File: config.mk
export PLATFORM = sky130hd
export DESIGN_NAME = fifo_wr_arbiter_flat
export DESIGN_NICKNAME = d
export VERILOG_FILES = /design/src/rtl/fifo_wr_arbiter_if.sv /design/src/rtl/fifo_wr_arbiter.sv /design/src/flat_wrapper.sv
export SDC_FILE = /design/constraint.sdc
export NUM_CORES = 1
export LEC_CHECK = 0
export BUFFER_PORTS_ARGS = -buffer_cell sky130_fd_sc_hd__clkbuf_2
export CORE_MARGIN = 10
export CORE_UTILIZATION = 46
export DETAILED_ROUTE_END_ITERATION = 10
export MAX_ROUTING_LAYER = met4
export PLACE_DENSITY = 0.84
export SLEW_MARGIN = 5
export SYNTH_ARGS = -nofsm -noshare
export SYNTH_HDL_FRONTEND = slang
export SYNTH_SLANG_ARGS = --single-unit
File: constraint.sdc
create_clock -name CLK -period 5 [get_ports CLK]
set_input_delay 0.25 -clock CLK [delete_from_list [all_inputs] [get_ports CLK]]
set_output_delay 0.25 -clock CLK [all_outputs]
set_load 0.01 [all_outputs]
File: src/rtl/fifo_wr_arbiter_if.sv
// Write-side bus between the frame requesters, the FIFO flags and the write-port arbiter.
// The slave modport is the arbiter's view; the master modport is the requester/FIFO side.
interface fifo_wr_arbiter_if #(
  parameter int unsigned DATA_WIDTH = 8,
  parameter int unsigned NUM_REQ    = 4
);
  logic [NUM_REQ-1:0]            req;
  logic [NUM_REQ-1:0]            last;
  logic [NUM_REQ*DATA_WIDTH-1:0] data;
  logic                          wfull;
  logic                          winc;
  logic [DATA_WIDTH-1:0]         wdata;
  logic [NUM_REQ-1:0]            grant;
  logic [NUM_REQ-1:0]            ack;
  logic                          busy;
  logic                          abort;

  modport master (
    output req, last, data, wfull,
    input  winc, wdata, grant, ack, busy, abort
  );

  modport slave (
    input  req, last, data, wfull,
    output winc, wdata, grant, ack, busy, abort
  );
endinterface

File: src/rtl/fifo_wr_arbiter.sv
// Round-robin, frame-locking arbiter for the write port of the async FIFO.
// A granted requester owns the port until its frame-end beat is written or it
// stays idle long enough to trip the timeout. Runs in the FIFO write clock domain.
module fifo_wr_arbiter #(
  parameter int unsigned DATA_WIDTH = 8,
  parameter int unsigned NUM_REQ    = 4,
  parameter int unsigned TO_CYCLES  = 15
) (
  input  logic             CLK,
  input  logic             RST,
  fifo_wr_arbiter_if.slave bus
);

  localparam int unsigned IdxW = (NUM_REQ > 1) ? $clog2(NUM_REQ) : 1;
  localparam int unsigned TcW  = $clog2(TO_CYCLES + 1);

  localparam logic [IdxW-1:0] PtrRst = IdxW'(NUM_REQ - 1);
  localparam logic [TcW-1:0]  TcLast = TcW'(TO_CYCLES - 1);

  typedef enum logic [0:0] {StIdle, StLocked} state_e;

  state_e              state_q, state_d;
  logic [IdxW-1:0]     g_q, g_d;
  logic [IdxW-1:0]     ptr_q, ptr_d;
  logic [TcW-1:0]      tcnt_q, tcnt_d;
  logic                abort_q, abort_d;
  logic [NUM_REQ-1:0]  grant_q, grant_d;

  logic                  locked;
  logic                  req_g;
  logic                  last_g;
  logic [DATA_WIDTH-1:0] data_g;
  logic                  winc;
  logic [NUM_REQ-1:0]    owner_oh;

  logic [2*NUM_REQ-1:0]  req_dbl;
  logic [NUM_REQ-1:0]    req_rot;
  logic                  pick_valid;
  int unsigned           pick_sel;
  logic [IdxW-1:0]       pick_idx;

  // Owner's view of the requester bus and the combinational write path.
  always_comb begin
    locked   = (state_q == StLocked);
    req_g    = bus.req[g_q];
    last_g   = bus.last[g_q];
    data_g   = bus.data[g_q*DATA_WIDTH +: DATA_WIDTH];
    owner_oh = NUM_REQ'(1) << g_q;
    winc     = locked & req_g & ~bus.wfull;
  end

  // Round-robin pick: rotate req so bit 0 is requester ptr+1, take the lowest set bit.
  // ptr_q+1 wrapping at the IdxW boundary is harmless since the index is reduced mod NUM_REQ.
  always_comb begin
    req_dbl    = {bus.req, bus.req};
    req_rot    = NUM_REQ'(req_dbl >> (ptr_q + 1'b1));
    pick_valid = 1'b0;
    pick_sel   = 0;
    for (int unsigned j = 0; j < NUM_REQ; j++) begin
      if (!pick_valid && req_rot[j]) begin
        pick_valid = 1'b1;
        pick_sel   = (32'(ptr_q) + 1 + j) % NUM_REQ;
      end
    end
    pick_idx = IdxW'(pick_sel);
  end

  // Next-state logic: acquire in IDLE, release on frame end or idle timeout.
  always_comb begin
    state_d = state_q;
    g_d     = g_q;
    ptr_d   = ptr_q;
    tcnt_d  = tcnt_q;
    abort_d = 1'b0;
    unique case (state_q)
      StIdle: begin
        if (pick_valid) begin
          state_d = StLocked;
          g_d     = pick_idx;
          tcnt_d  = '0;
        end
      end
      StLocked: begin
        if (winc && last_g) begin
          state_d = StIdle;
          ptr_d   = g_q;
          tcnt_d  = '0;
        end else if (req_g) begin
          // A full-FIFO stall with req held is not idleness.
          tcnt_d = '0;
        end else if (tcnt_q == TcLast) begin
          state_d = StIdle;
          ptr_d   = g_q;
          tcnt_d  = '0;
          abort_d = 1'b1;
        end else begin
          tcnt_d = tcnt_q + 1'b1;
        end
      end
      default: state_d = StIdle;
    endcase
    grant_d = (state_d == StLocked) ? (NUM_REQ'(1) << g_d) : '0;
  end

  // State and registered outputs; RST wins over any in-flight frame.
  always_ff @(posedge CLK) begin
    if (RST) begin
      state_q <= StIdle;
      g_q     <= '0;
      ptr_q   <= PtrRst;
      tcnt_q  <= '0;
      abort_q <= 1'b0;
      grant_q <= '0;
    end else begin
      state_q <= state_d;
      g_q     <= g_d;
      ptr_q   <= ptr_d;
      tcnt_q  <= tcnt_d;
      abort_q <= abort_d;
      grant_q <= grant_d;
    end
  end

  // Drive the bus: write path combinational, ownership and abort registered.
  always_comb begin
    bus.winc  = winc;
    bus.wdata = locked ? data_g : '0;
    bus.ack   = winc ? owner_oh : '0;
    bus.grant = grant_q;
    bus.busy  = |grant_q;
    bus.abort = abort_q;
  end

endmodule

File: src/flat_wrapper.sv
// flat-port wrapper written by rule: the top's interface ports become plain ports
module fifo_wr_arbiter_flat 
#(
  parameter int unsigned DATA_WIDTH = 8,
  parameter int unsigned NUM_REQ    = 4,
  parameter int unsigned TO_CYCLES  = 15
)
  (CLK, RST, bus_req, bus_last, bus_data, bus_wfull, bus_winc, bus_wdata, bus_grant, bus_ack, bus_busy, bus_abort);
  fifo_wr_arbiter_if #(.DATA_WIDTH(DATA_WIDTH), .NUM_REQ(NUM_REQ)) bus_i ();
  input  logic CLK;
  input  logic RST;
  input wire logic [$bits(bus_i.req)-1:0] bus_req;
  input wire logic [$bits(bus_i.last)-1:0] bus_last;
  input wire logic [$bits(bus_i.data)-1:0] bus_data;
  input wire logic [$bits(bus_i.wfull)-1:0] bus_wfull;
  output wire logic [$bits(bus_i.winc)-1:0] bus_winc;
  output wire logic [$bits(bus_i.wdata)-1:0] bus_wdata;
  output wire logic [$bits(bus_i.grant)-1:0] bus_grant;
  output wire logic [$bits(bus_i.ack)-1:0] bus_ack;
  output wire logic [$bits(bus_i.busy)-1:0] bus_busy;
  output wire logic [$bits(bus_i.abort)-1:0] bus_abort;
  assign bus_i.req = bus_req;
  assign bus_i.last = bus_last;
  assign bus_i.data = bus_data;
  assign bus_i.wfull = bus_wfull;
  assign bus_winc = bus_i.winc;
  assign bus_wdata = bus_i.wdata;
  assign bus_grant = bus_i.grant;
  assign bus_ack = bus_i.ack;
  assign bus_busy = bus_i.busy;
  assign bus_abort = bus_i.abort;
  fifo_wr_arbiter #(.DATA_WIDTH(DATA_WIDTH), .NUM_REQ(NUM_REQ), .TO_CYCLES(TO_CYCLES)) u_core (.CLK(CLK), .RST(RST), .bus(bus_i));
endmodule
# [Word-level counts from Yosys, hierarchy flattened]
# Cells that the tools add are included.
# W data, S select, Z words.
[classes] add_sub_neg=6 magnitude_cmp=1 n_eq_ne=3 n_shift=4 muxes=30 bitwise=5 reduce_logical=12
[op_table] cell="$shiftx A32 B6 Y8" count=1
[op_table] cell="$mux W4" count=5
[op_table] cell="$mux W2" count=9
[op_table] cell="$mux W1" count=11
[op_table] cell="$mux W8" count=1
[op_table] cell="$pmux W4 S2" count=1
[op_table] cell="$reduce_or A4 Y1" count=2
[op_table] cell="$shl A1 B2 Y4 const A" count=2
[op_table] cell="$shr A8 B2 Y4" count=1
[op_table] cell="$add A2 B1 Y2 const B" count=3
[op_table] cell="$add A2 B2 Y2 const B" count=2
[op_table] cell="$add A4 B1 Y4 const B" count=1
[op_table] cell="$bmux W1 S2" count=2
[op_table] cell="$eq A4 B4 Y1 const B" count=1
[op_table] cell="$logic_and A1 B1 Y1" count=4
[op_table] cell="$logic_not A1 Y1" count=3
[op_table] cell="$lt A2 B3 Y1 const B" count=1
[op_table] cell="$not A1 Y1" count=3
[op_table] cell="$reduce_and A3 Y1" count=1
[op_table] cell="$and A1 B1 Y1" count=2
[op_table] cell="$ne A2 B1 Y1 const B" count=1
[op_table] cell="$ne A2 B2 Y1 const B" count=1
[op_table] cell="$pmux W1 S2" count=1
[op_table] cell="$reduce_bool A2 Y1" count=1
[op_table] cell="$reduce_or A2 Y1" count=1
[word_totals] ff_bits=14 inputBits=43 out_inout_bits=19 wordCells=67

# [Depth between registers and ports, before layout]
[logic_depth] depth_word=16 depth_mapped=6 ltp_nobuf=6

# [Worst setup path after synthesis]
# Ideal clock, no wire load.
[synth_timing] path_kind="flip-flop to output port" startpoint="reg u_core.g_q[0]" endpoint="out bus_ack[0]" t_arrival_ps=1695 setup_slack_ps=3055 stages_incl_launch_ff=5 path_buffers=1 path_cell_list="dfxtp_1 -> buf_6 -> mux4_2 -> nor3b_1 -> nor3b_1"
[synth_between] elab_chain_cells=5 elab_cells_between_ends=6
[synth_rtl] item="start, declared" line="fifo_wr_arbiter.sv:23" rtl="logic [IdxW-1:0] g_q, g_d;"
[synth_rtl] item="start signal, assigned" line="fifo_wr_arbiter.sv:116" rtl="g_q <= g_d;"
[synth_rtl] item="$bmux W1 S2" line="fifo_wr_arbiter.sv:45" rtl="req_g = bus.req[g_q];"
[synth_rtl] item="$mux W1 (implied by the code)" line="fifo_wr_arbiter.sv:45"
[synth_rtl] item="$and A1 B1 Y1 (2 in a row)" line="fifo_wr_arbiter.sv:49" rtl="winc = locked & req_g & ~bus.wfull;"
[synth_rtl] item="net bus_winc" line="flat_wrapper.sv:16" rtl="output wire logic [$bits(bus_i.winc)-1:0] bus_winc;"
[synth_rtl] item="$mux W4" line="fifo_wr_arbiter.sv:128" rtl="bus.ack = winc ? owner_oh : '0;"
[synth_rtl] item="end, declared" line="flat_wrapper.sv:19" rtl="output wire logic [$bits(bus_i.ack)-1:0] bus_ack;"
# The timed path passes the listed nets, and every way through them passes these cells. The select of a mux whose other input is x is not followed.

# [Final worst setup path]
[layout_timing] startpoint="reg u_core.g_q[0]" endpoint="out bus_ack[0]"
[layout_between] elab_chain_cells=5 elab_cells_between_ends=6
[layout_rtl] item="$bmux W1 S2" line="fifo_wr_arbiter.sv:45"
[layout_rtl] item="$mux W1 (implied by the code)" line="fifo_wr_arbiter.sv:45"
[layout_rtl] item="$and A1 B1 Y1 (2 in a row)" line="fifo_wr_arbiter.sv:49"
[layout_rtl] item="$mux W4 (*)" line="fifo_wr_arbiter.sv:128"
# Every way passes the cells marked *; elsewhere a longest branch is shown, timed or not. The select of a mux whose other input is x is not followed.

==> run_results.csv <==
group,metric,value,unit
floorplanning,die_area,0.004558,sq mm
global_route,grt_start_max_net_pins,19,
routing,viasPerCell,5.523,
floorplanning,die_x,67.52,microns
placed_design,gp_congestion,0.8871,
synthesis,seq_area_frac_synth,26.99,%
setup_path,slowest_stage,"dfxtp_1",
sta,hold_violations,0,
setup_path,critical_path_class,"reg -> out",
synthesis,synthFlopType,"dfxtp_1",
synthesis,async_flop_share,0,%
sta,setup_viol,0,
routing,drt_iter0_markers,97,
setup_path,arrival,2460,ps
synthesis,synth.net_count,155,
routing,firstDrtPassIters,4,
setup_path,path_common_cell,"nor3b_1",
synthesis,netlist_area,0.001038,sq mm
setup_path,rr_startpoint,"u_core.g_q[0]$_SDFF_PP0_",
setup_path,critPathMaxFanout,18,
setup_path,worstPathRequired,4750,ps
floorplanning,coreArea,0.002191,sq mm
cts,clockBufferDepth,2,
power_and_ir_drop,powerDensity,219.3,mW/mm^2
layout,antenna_cells,0,
sta,finalMaxSlewViolations,0,
routing,remaining_drc_errors,0,
synthesis,synth_cell_types,37,
cts,cts_buffers,3,
setup_path,end_kind,"output port",
layout,layout_common_cells,"61 x clkbuf_2, 14 x dfxtp_1, 10 x nor2_1, 9 x and2_1, 6 x nand2_1",
placed_design,detailedPlace.worstSlack,2656,ps
routing,wl_per_cell,16.25,microns
layout,final_nets,215,
layout,drive_above_1_share,42.01,%
sta,final.setup.tns,0,ps
floorplanning,pin_count,62,
run,cap_violations,0,
power_and_ir_drop,p_int,0.2140,mW
routing,vias,1088,
hold_path,min_from,"RST",
power_and_ir_drop,peakVddDrop,0.0001806,V
floorplanning,die_height,67.52,microns
cts,root_buffer,"clkbuf_4",
setup_path,crit_path_cell_trace,"mux4_2 > nor3b_1 > nor3b_1 > clkbuf_2",
power_and_ir_drop,p_sw_share,29.55,%
global_route,track_usage,13.97,%
sta,hold_ws,310.9,ps
power_and_ir_drop,clock_power_share,26.5,%
sta,fmax,0.3688,GHz
global_route,grt_remaining_overflow,0,
synthesis,synth_seq_cells,14,
power_and_ir_drop,total_power,0.3037,mW
setup_path,start_kind,"flop",
cts,ctsResizeCount,0,
sta,relSlewSlack,36.61,%
cts,clk_latency,270,ps
placed_design,io_buffers,61,
power_and_ir_drop,pwr-share-seq,43.4,%
synthesis,synth_edf_count,0,
cts,cts_hold_buffers,0,
hold_path,whs_endpoint,"u_core.tcnt_q[0]$_SDFFE_PP0P_",
setup_path,r2r_setup_slack,2670,ps
sta,min_period_over_period,54.23,%
cts,cts_setup_buffers,0,
cts,path_clk_slew,90,ps
hold_path,hp-class,"in -> reg",
global_route,antenna_found_initial,0,
floorplanning,fp-row-count,17,
global_route,grt_pass1_vias,1076,
layout,area_growth_syn_to_layout,33.37,%
sta,skew,1.501,ps
cts,cts_tree,"done",
layout,final_common_cell,"clkbuf_2",
power_and_ir_drop,power.switching,0.08975,mW
setup_path,r2r-end,"u_core.bus.grant[1]$_SDFF_PP0_",
routing,wl,3202,microns
setup_path,reg2reg_depth,3,
power_and_ir_drop,p_leak,0.6583,nW
synthesis,netlist_instances,110,
synthesis,syn_avg_cell_area,9.441,sq um
sta,min_period,2711,ps
sta,finalWorstSetupSlack,2289,ps
global_route,grt_pass1_wl,4988,microns
cts,clock-sinks,14,
power_and_ir_drop,power_frac_comb,30.2,%
placed_design,dp_hpwl,2709,microns
cts,htreeDepth,1,
hold_path,holdPathStages,2,
synthesis,ys_warn_count,0,
run_status,status,"complete, no violations",
routing,antenna_left,0,
setup_path,slowest_delay,830,ps
floorplanning,initial_utilization,47.40,%
sta,max_slew.worst_pin.slew,926.9,ps
sta,rsz0062_at_grt,"no",
==> layer usage <==
layer / share of wire, % / global-route usage (%) / wire length [microns] / up-vias
li1: - / - / - / 537
met4: 1.2 / 3.590 / 37 / 0
met3: 15 / 4.793 / 491 / 4
met2: 43 / 23.00 / 1392 / 63
met5: 0 / - / 0 / -
met1: 40 / 15.79 / 1280 / 484
==> layout make-up <==
cell class	count	area (sq um)
Sequential cell	14	280.3
Clock buffer	4	36.28
Multi-Input combinational cell	87	716.9
Fill cell	180	805.8
Tap cell	28	35.03
Timing Repair Buffer	61	305.3
Inverter	3	11.26
==> flip-flops by register name, summed over array words and instances (netlist names) <==
name,count
u_core.ptr_q,2
u_core.bus.grant,4
u_core.bus.abort,1
u_core.locked,1
u_core.tcnt_q,4
u_core.g_q,2
==> power groups by stage <==
stage               combinational [mW]  clock, mW  sequential, mW
floorplan                       0.0632          0           0.125
global placement                0.0896          0           0.133
detailed placement              0.0921          0           0.134
CTS                             0.0924     0.0817           0.132
global route                     0.101     0.0873           0.134
finish                          0.0917     0.0804           0.132
==> through the flow <==
stage | util, % | area, sq um | instances
floorplan | - | 1039 | 110
global placement | 61.56 | 1349 | 193
detailed placement | 61.56 | 1349 | 193
CTS | 63.22 | 1385 | 197
global route | 63.22 | 1385 | 197
finish | 63.22 | 1385 | 197
==> synth_stat cells (all sizes together), types with 2 or more instances <==
master  number  area [sq um]
ha           2         25.02
o21ai        2         10.01
a211oi       2         15.01
or2          2         12.52
nand2b       5         31.28
inv          3         11.26
nor2b        3         18.77
mux2i        4         40.04
dfxtp       14         280.3
nand2        6         22.52
clkbuf       5         18.77
and3         2         12.51
nor3         3         15.01
mux4         9         221.5
a21oi        5         25.02
nor4         4         25.02
nor2        10         37.54
a2111o       2         22.52
and2         9         56.30
nand3        2         10.01
nor3b        2         15.01
==> critical path, delay by kind of cell, from the launching register on <==
family | cells | cell delay, ps
DFF | 1 | 830
buffers and inverters | 1 | 180
and+or+nand+nor | 2 | 730
muxes | 1 | 450
==> cells by family (layout without fill, tap and decap cells) <==
group                    count (synthesis)  after routing  synth area share, %
AO/OA/AOI/OAI                           19             19                13.01
adder cells (fa/ha/maj)                  2              2                2.409
buffers and inverters                    9             68                3.976
flip-flops                              14             14                26.99
multiplexers                            13             13                25.18
AND/OR/NAND/NOR                         53             53                28.43
==> how the worst max path moves through the flow <==
stage | from | end | slack [ps] | depth (start not counted)
after global placement | u_core.g_q[0]$_SDFF_PP0_ | bus_ack[0] | 2710 | 4
after CTS | u_core.g_q[0]$_SDFF_PP0_ | bus_ack[0] | 2330 | 4
after detailed placement | u_core.g_q[0]$_SDFF_PP0_ | bus_ack[0] | 2660 | 4
final | u_core.g_q[0]$_SDFF_PP0_ | bus_ack[0] | 2290 | 4
after global routing | u_core.g_q[0]$_SDFF_PP0_ | bus_ack[0] | 2100 | 4
after floorplan | u_core.g_q[0]$_SDFF_PP0_ | bus_ack[0] | 3050 | 4
(Power assumes the default switching activity.)
